==> config.mk <==
export PLATFORM = sky130hd
export DESIGN_NAME = udp_decoder_flat
export DESIGN_NICKNAME = d
export VERILOG_FILES = /design/src/rtl/udp_decoder_if.sv /design/src/rtl/udp_decoder.sv /design/src/flat_wrapper.sv
export SDC_FILE = /design/constraint.sdc
export NUM_CORES = 1
export LEC_CHECK = 0
export CELL_PAD_IN_SITES_DETAIL_PLACEMENT = 1
export CELL_PAD_IN_SITES_GLOBAL_PLACEMENT = 1
export CORE_ASPECT_RATIO = 0.8
export CORE_MARGIN = 5
export CORE_UTILIZATION = 30
export CTS_BUF_LIST = sky130_fd_sc_hd__clkbuf_16
export CTS_CLUSTER_SIZE = 16
export DETAILED_ROUTE_END_ITERATION = 10
export GPL_TIMING_DRIVEN = 0
export HOLD_SLACK_MARGIN = 0.02
export PLACE_DENSITY_LB_ADDON = 0.15
export SLEW_MARGIN = 20
export SYNTH_ARGS = -nofsm -noshare
export SYNTH_HDL_FRONTEND = slang
export SYNTH_SLANG_ARGS = --single-unit
==> constraint.sdc <==
create_clock -name clk -period 2.2 [get_ports clk]
set_input_delay 0.33 -clock clk [delete_from_list [all_inputs] [get_ports clk]]
set_output_delay 0.33 -clock clk [all_outputs]
set_load 0.02 [all_outputs]
==> src/rtl/udp_decoder_if.sv <==
// rtl/udp_decoder_if.sv - IP-side inputs and decoded UDP outputs of udp_decoder
interface udp_decoder_if;
  logic [31:0] src_ip;
  logic [31:0] dest_ip;
  logic [15:0] len_ip;
  logic [31:0] data;
  logic        start;
  logic [15:0] src_port;
  logic [15:0] dest_port;
  logic [15:0] len_udp;
  logic [31:0] data_udp;
  logic        wr_en;
  logic        ok;
  logic        fin;

  modport master (
    output src_ip, dest_ip, len_ip, data, start,
    input  src_port, dest_port, len_udp, data_udp, wr_en, ok, fin
  );

  modport slave (
    input  src_ip, dest_ip, len_ip, data, start,
    output src_port, dest_port, len_udp, data_udp, wr_en, ok, fin
  );
endinterface

==> src/rtl/udp_decoder.sv <==
// rtl/udp_decoder.sv - UDP header/payload decoder; checksum check under UDP_DECODER_CHECKSUM_EN
module udp_decoder (
  input  logic         clk,
  input  logic         reset,
  udp_decoder_if.slave bus
);

  typedef enum logic [2:0] {IDLE, HDR2, PAYLOAD, CHECK, DONE} state_t;

  state_t      state_q, state_d;
  logic [15:0] src_port_q, src_port_d;
  logic [15:0] dest_port_q, dest_port_d;
  logic [15:0] len_udp_q, len_udp_d;
  logic [31:0] data_udp_q, data_udp_d;
  logic        wr_en_q, wr_en_d;
  logic        ok_q, ok_d;
  logic        fin_q, fin_d;
  logic [15:0] bytes_left_q, bytes_left_d;
  logic [15:0] complete_checksum;
  logic [31:0] mask;
  logic [31:0] masked;
  logic [15:0] hdr_len;
  logic        len_bad;

  function automatic logic [31:0] ext(input logic [15:0] v);
    return {16'h0000, v};
  endfunction

`ifdef UDP_DECODER_CHECKSUM_EN
  logic [31:0] sum_q, sum_d;
  logic [15:0] cks_q, cks_d;
  logic [15:0] cc_q, cc_d;
  logic [16:0] fold_t;
  logic [15:0] fold_v;
  logic        cks_pass;

  always_comb begin
    fold_t   = {1'b0, sum_q[31:16]} + {1'b0, sum_q[15:0]};
    fold_v   = fold_t[15:0] + {15'h0000, fold_t[16]};
    cks_pass = (fold_v == 16'hFFFF) || (cks_q == 16'h0000);
  end

  assign complete_checksum = cc_q;
`else
  assign complete_checksum = 16'h0000;
`endif

  // Keep only the bytes still inside the datagram on the final payload word.
  always_comb begin
    case (bytes_left_q)
      16'd1:   mask = 32'hFF00_0000;
      16'd2:   mask = 32'hFFFF_0000;
      16'd3:   mask = 32'hFFFF_FF00;
      default: mask = 32'hFFFF_FFFF;
    endcase
    masked  = bus.data & mask;
    hdr_len = bus.data[31:16];
    len_bad = (hdr_len < 16'd8) || (hdr_len != bus.len_ip);
  end

  always_comb begin
    state_d      = state_q;
    src_port_d   = src_port_q;
    dest_port_d  = dest_port_q;
    len_udp_d    = len_udp_q;
    data_udp_d   = data_udp_q;
    wr_en_d      = 1'b0;
    ok_d         = ok_q;
    fin_d        = fin_q;
    bytes_left_d = bytes_left_q;
`ifdef UDP_DECODER_CHECKSUM_EN
    sum_d        = sum_q;
    cks_d        = cks_q;
    cc_d         = cc_q;
`endif
    // A start in any state abandons whatever was in flight.
    if (bus.start) begin
      src_port_d  = bus.data[31:16];
      dest_port_d = bus.data[15:0];
      fin_d       = 1'b0;
      ok_d        = 1'b0;
      state_d     = HDR2;
`ifdef UDP_DECODER_CHECKSUM_EN
      sum_d = ext(bus.src_ip[31:16]) + ext(bus.src_ip[15:0])
            + ext(bus.dest_ip[31:16]) + ext(bus.dest_ip[15:0])
            + ext(16'h0011) + ext(bus.data[31:16]) + ext(bus.data[15:0]);
`endif
    end else begin
      case (state_q)
        HDR2: begin
          len_udp_d = hdr_len;
`ifdef UDP_DECODER_CHECKSUM_EN
          cks_d = bus.data[15:0];
          sum_d = sum_q + ext(bus.data[31:16]) + ext(bus.data[15:0]) + ext(bus.len_ip);
`endif
          if (len_bad) begin
            bytes_left_d = 16'd0;
            fin_d        = 1'b1;
            ok_d         = 1'b0;
            state_d      = DONE;
          end else if (hdr_len == 16'd8) begin
            bytes_left_d = 16'd0;
            state_d      = CHECK;
          end else begin
            bytes_left_d = hdr_len - 16'd8;
            state_d      = PAYLOAD;
          end
        end
        PAYLOAD: begin
          data_udp_d = masked;
          wr_en_d    = 1'b1;
`ifdef UDP_DECODER_CHECKSUM_EN
          sum_d = sum_q + ext(masked[31:16]) + ext(masked[15:0]);
`endif
          if (bytes_left_q <= 16'd4) begin
            bytes_left_d = 16'd0;
            state_d      = CHECK;
          end else begin
            bytes_left_d = bytes_left_q - 16'd4;
          end
        end
        CHECK: begin
          fin_d   = 1'b1;
          state_d = DONE;
`ifdef UDP_DECODER_CHECKSUM_EN
          cc_d = fold_v;
          ok_d = cks_pass;
`else
          ok_d = 1'b1;
`endif
        end
        default: ;
      endcase
    end
  end

  always_ff @(posedge clk or negedge reset) begin
    if (!reset) begin
      state_q      <= IDLE;
      src_port_q   <= 16'h0000;
      dest_port_q  <= 16'h0000;
      len_udp_q    <= 16'h0000;
      data_udp_q   <= 32'h0000_0000;
      wr_en_q      <= 1'b0;
      ok_q         <= 1'b0;
      fin_q        <= 1'b0;
      bytes_left_q <= 16'h0000;
    end else begin
      state_q      <= state_d;
      src_port_q   <= src_port_d;
      dest_port_q  <= dest_port_d;
      len_udp_q    <= len_udp_d;
      data_udp_q   <= data_udp_d;
      wr_en_q      <= wr_en_d;
      ok_q         <= ok_d;
      fin_q        <= fin_d;
      bytes_left_q <= bytes_left_d;
    end
  end

`ifdef UDP_DECODER_CHECKSUM_EN
  always_ff @(posedge clk or negedge reset) begin
    if (!reset) begin
      sum_q <= 32'h0000_0000;
      cks_q <= 16'h0000;
      cc_q  <= 16'h0000;
    end else begin
      sum_q <= sum_d;
      cks_q <= cks_d;
      cc_q  <= cc_d;
    end
  end
`endif

  assign bus.src_port  = src_port_q;
  assign bus.dest_port = dest_port_q;
  assign bus.len_udp   = len_udp_q;
  assign bus.data_udp  = data_udp_q;
  assign bus.wr_en     = wr_en_q;
  assign bus.ok        = ok_q;
  assign bus.fin       = fin_q;

endmodule

==> src/flat_wrapper.sv <==
// flat-port wrapper written by rule: the top's interface ports become plain ports
module udp_decoder_flat 
  (clk, reset, bus_src_ip, bus_dest_ip, bus_len_ip, bus_data, bus_start, bus_src_port, bus_dest_port, bus_len_udp, bus_data_udp, bus_wr_en, bus_ok, bus_fin);
  udp_decoder_if bus_i ();
  input  logic clk;
  input  logic reset;
  input wire logic [$bits(bus_i.src_ip)-1:0] bus_src_ip;
  input wire logic [$bits(bus_i.dest_ip)-1:0] bus_dest_ip;
  input wire logic [$bits(bus_i.len_ip)-1:0] bus_len_ip;
  input wire logic [$bits(bus_i.data)-1:0] bus_data;
  input wire logic [$bits(bus_i.start)-1:0] bus_start;
  output wire logic [$bits(bus_i.src_port)-1:0] bus_src_port;
  output wire logic [$bits(bus_i.dest_port)-1:0] bus_dest_port;
  output wire logic [$bits(bus_i.len_udp)-1:0] bus_len_udp;
  output wire logic [$bits(bus_i.data_udp)-1:0] bus_data_udp;
  output wire logic [$bits(bus_i.wr_en)-1:0] bus_wr_en;
  output wire logic [$bits(bus_i.ok)-1:0] bus_ok;
  output wire logic [$bits(bus_i.fin)-1:0] bus_fin;
  assign bus_i.src_ip = bus_src_ip;
  assign bus_i.dest_ip = bus_dest_ip;
  assign bus_i.len_ip = bus_len_ip;
  assign bus_i.data = bus_data;
  assign bus_i.start = bus_start;
  assign bus_src_port = bus_i.src_port;
  assign bus_dest_port = bus_i.dest_port;
  assign bus_len_udp = bus_i.len_udp;
  assign bus_data_udp = bus_i.data_udp;
  assign bus_wr_en = bus_i.wr_en;
  assign bus_ok = bus_i.ok;
  assign bus_fin = bus_i.fin;
  udp_decoder u_core (.clk(clk), .reset(reset), .bus(bus_i));
endmodule
==> run_results.csv <==
group,metric,value,unit
outcome,status,"complete, but fails checks",
outcome,violations,"setup timing",
placement,portBuffers,122,
yosys,yosys.cell_types.count,59,
critical_path,r2r_cells,6,
power_and_ir_drop,p_leak,2.856,nW
floorplan,io_pins,198,
drt,firstDrtPassIters,4,
drt,ant_nets,0,
layout,drive_gt1_share,21.81,%
yosys,synth_ff_type,"dfrtp_1",
critical_path,crit_type,"reg -> reg",
grt,grt_pass1_wl,24610,um
yosys,yosys.area.top_type_share,53.28,%
layout,num_antenna_cells,0,
floorplan,fp-row-count,41,
run,cap_violations,0,
yosys,yosys_warnings,0,
yosys,synthCells,407,
power_and_ir_drop,p_int,3.572,mW
min_path,hp-class,"in -> reg",
timing,worst_pin_slew,711.5,ps
yosys,syn_area,0.004791,sq mm
critical_path,arrival,2500,ps
timing,worst_slack,-36.45,ps
timing,min_period,2236,ps
clock_tree,cts_made_buffers,9,
power_and_ir_drop,powerDensity,711.6,mW/mm^2
timing,drv_slew,0,
critical_path,cpPeakStageDelay,620,ps
yosys,yosysTopAreaCell,"dfrtp_1",
floorplan,start_util,30.42,%
power_and_ir_drop,ir_worst_vdd,0.3255,mV
drt,wl_per_cell,20.16,um
clock_tree,htree_levels,3,
grt,grt_max_degree,78,
placement,globalplace.congestion,0.8202,
critical_path,rr_endpoint,"u_core.bytes_left_q[13]",
power_and_ir_drop,combPwrFrac,22.9,%
clock_tree,clk_pin_slew_worst_paths,70,ps
power_and_ir_drop,power_switching,1.382,mW
critical_path,critical-path-slowest-cell,"or4_4",
critical_path,crit_path_end_kind,"register",
drt,vias_per_cell,4.928,
critical_path,crit_required,2470,ps
clock_tree,cts_buffer_depth,2,
floorplan,die-area,0.01861,sq mm
floorplan,core_area,0.01575,sq mm
clock_tree,cts_tree,"built",
timing,clock.fmax,0.4471,GHz
timing,rsz0062_at_grt,"yes",
critical_path,worstReg2RegStart,"u_core.state_q[2]",
power_and_ir_drop,switching_share,27.89,%
grt,grt_overflow,0,
grt,track_usage,17.28,%
critical_path,r2r_setup_slack,-40,ps
yosys,synth_top_cells_by_count,"dfrtp_1 (102), mux2_2 (48), nand2_1 (37), a22o_1 (25), xnor2_1 (21)",
yosys,synth.most_common_cell,"dfrtp_1",
timing,maxSlewHeadroom,52.20,%
placement,dp_cells,745,
placement,hpwl,11080,um
critical_path,cp-endpoint,"u_core.bytes_left_q[13]",
yosys,ys_ff_latch,102,
power_and_ir_drop,seqPwrFrac,43.1,%
clock_tree,insertion_delay,350,ps
layout,stdcell_count,779,
critical_path,start_kind,"register",
layout,syn2layout_area_growth,45.31,%
power_and_ir_drop,power,4.954,mW
drt,drc,0,
yosys,syn_area_per_cell,11.77,sq um
critical_path,crit_path_start,"u_core.state_q[2]",
timing,period_share,101.7,%
min_path,holdPathStages,3,
floorplan,die_w,151.3,um
drt,vias,3839,
yosys,ys_seq_area_share,53.28,%
yosys,synthTopCellsByArea,"dfrtp_1 (53%), mux2_2 (11%), a22o_1 (4.6%)",
grt,grt_pass1_vias,4288,
drt,wl,15700,um
drt,drt_iter0_drc,167,
critical_path,crit_fanout,4,
grt,antenna_found_initial,0,
yosys,synth_edf_count,0,
yosys,async_flop_share,100.0,%
clock_tree,cts_num_sinks,102,
timing,fin_skew,9.049,ps
critical_path,critical_path.cell_chain,"or3b_4 -> or4_4 -> a21o_4 -> buf_6 -> o31a_1 -> o211ai_1",
layout,nNetsFinal,679,
timing,finalHoldViolCount,0,
floorplan,die_h,123.0,um
timing,setup_viol,2,
yosys,synth_fp_nets,525,
power_and_ir_drop,clock_power_share,34.0,%
clock_tree,root_buffer,"clkbuf_16",
## worst max-delay path: cells and delay by family, from the launching register on
family | cells | cell delay (ps)
flops | 1 | 410
buf+inv | 1 | 120
simple gates | 2 | 1020
compound gates | 3 | 610
## metrics by stage
step | instance area, sq um | setup WS [ps] | TNS (ps) | hold WS [ps] | util [%]
finish | 6962 | -36.45 | -55.08 | 313.6 | 44.20
global route | 6962 | -89.34 | -438.7 | 316.8 | 44.20
CTS | 6849 | -62.37 | -167.1 | 305.6 | 43.49
detailed placement | 6310 | -1080 | -31890 | 221.8 | 40.07
global placement | 6281 | -3345 | -369150 | 462.1 | 39.88
floorplan | 4791 | 82.10 | 0 | 34.41 | -
## final cells by class
cell class	count	area, sq um
buffer	23	132.6
tap	215	269.0
fill	1714	8787
clock buffer	9	225.2
inverter	7	38.79
multi-input combinational	272	2208
sequential	102	2556
timing repair buffer	146	1454
clock inverter	5	77.57
## power by group through the flow
stage               sequential (mW)  combinational (mW)  clock [mW]
detailed placement             2.17                1.11           0
floorplan                      2.36               0.331           0
finish                         2.14                1.13        1.68
CTS                            2.14                1.14        1.75
global route                   2.16                1.21        1.82
global placement               2.17                1.09           0
## placed cells by master, fill, tap and decap left out, types with 5 or more instances in the layout
cell type	instances
mux2_2	48
nand3_1	8
buf_6	6
nor3_1	7
clkdlybuf4s50_1	118
dfrtp_1	99
nand4_1	9
xor2_1	6
nand2_1	37
nor4_1	5
buf_4	18
clkbuf_1	14
a22o_1	25
inv_1	7
clkbuf_16	9
nor2_1	13
xnor2_1	21
o211ai_1	7
## logic make-up after synthesis
family	after synthesis	synth area share, %
multiplexers	48	11.28
XOR/XNOR	27	4.936
AO/OA/AOI/OAI	77	13.14
flip-flops	102	53.28
buffers and inverters	33	3.082
adder cells (fa/ha/maj)	3	0.7836
AND/OR/NAND/NOR	117	13.50
## state kept, by name (all words and copies together), names as in the netlist
register              cells
u_core.bus.len_udp       16
u_core.bus.data_udp      32
u_core.state_q            3
u_core.bus.ok             1
u_core.bus.dest_port     16
u_core.bytes_left_q      16
u_core.bus.wr_en          1
u_core.bus.src_port      16
u_core.bus.fin            1
## worst min path at each step
stage,start,to,slack (ps)
after global placement,u_core.bus.data_udp[24],u_core.bus.data_udp[24],460
after detailed placement,reset,u_core.bus.wr_en,220
final,bus_data[29],u_core.bus.data_udp[29],310
after floorplan,reset,u_core.bus.data_udp[0],30
after global routing,bus_data[29],u_core.bus.data_udp[29],320
after CTS,bus_data[29],u_core.bus.data_udp[29],310
## repair_timing
| action | CTS | global route |
|---|---|---|
| setup buffers | 13 | 9 |
| resized for setup | 32 | 21 |
| hold buffers | 1 | 0 |
| endpoints found under the hold margin | 25 | 0 |
| pin swaps | 6 | 12 |
| gates cloned | 0 | 1 |
| endpoints found under the setup margin | 71 | 40 |
## routing by layer
metal  GRT usage (%)  vias up  routed length [um]
li1                -     1797                   -
met1           23.12     1960                7271
met3           6.779       14                 982
met4           3.284        0                 139
met5               0        -                   0
met2           26.84       68                7309
Note: power is estimated with default switching activity, not from simulation.
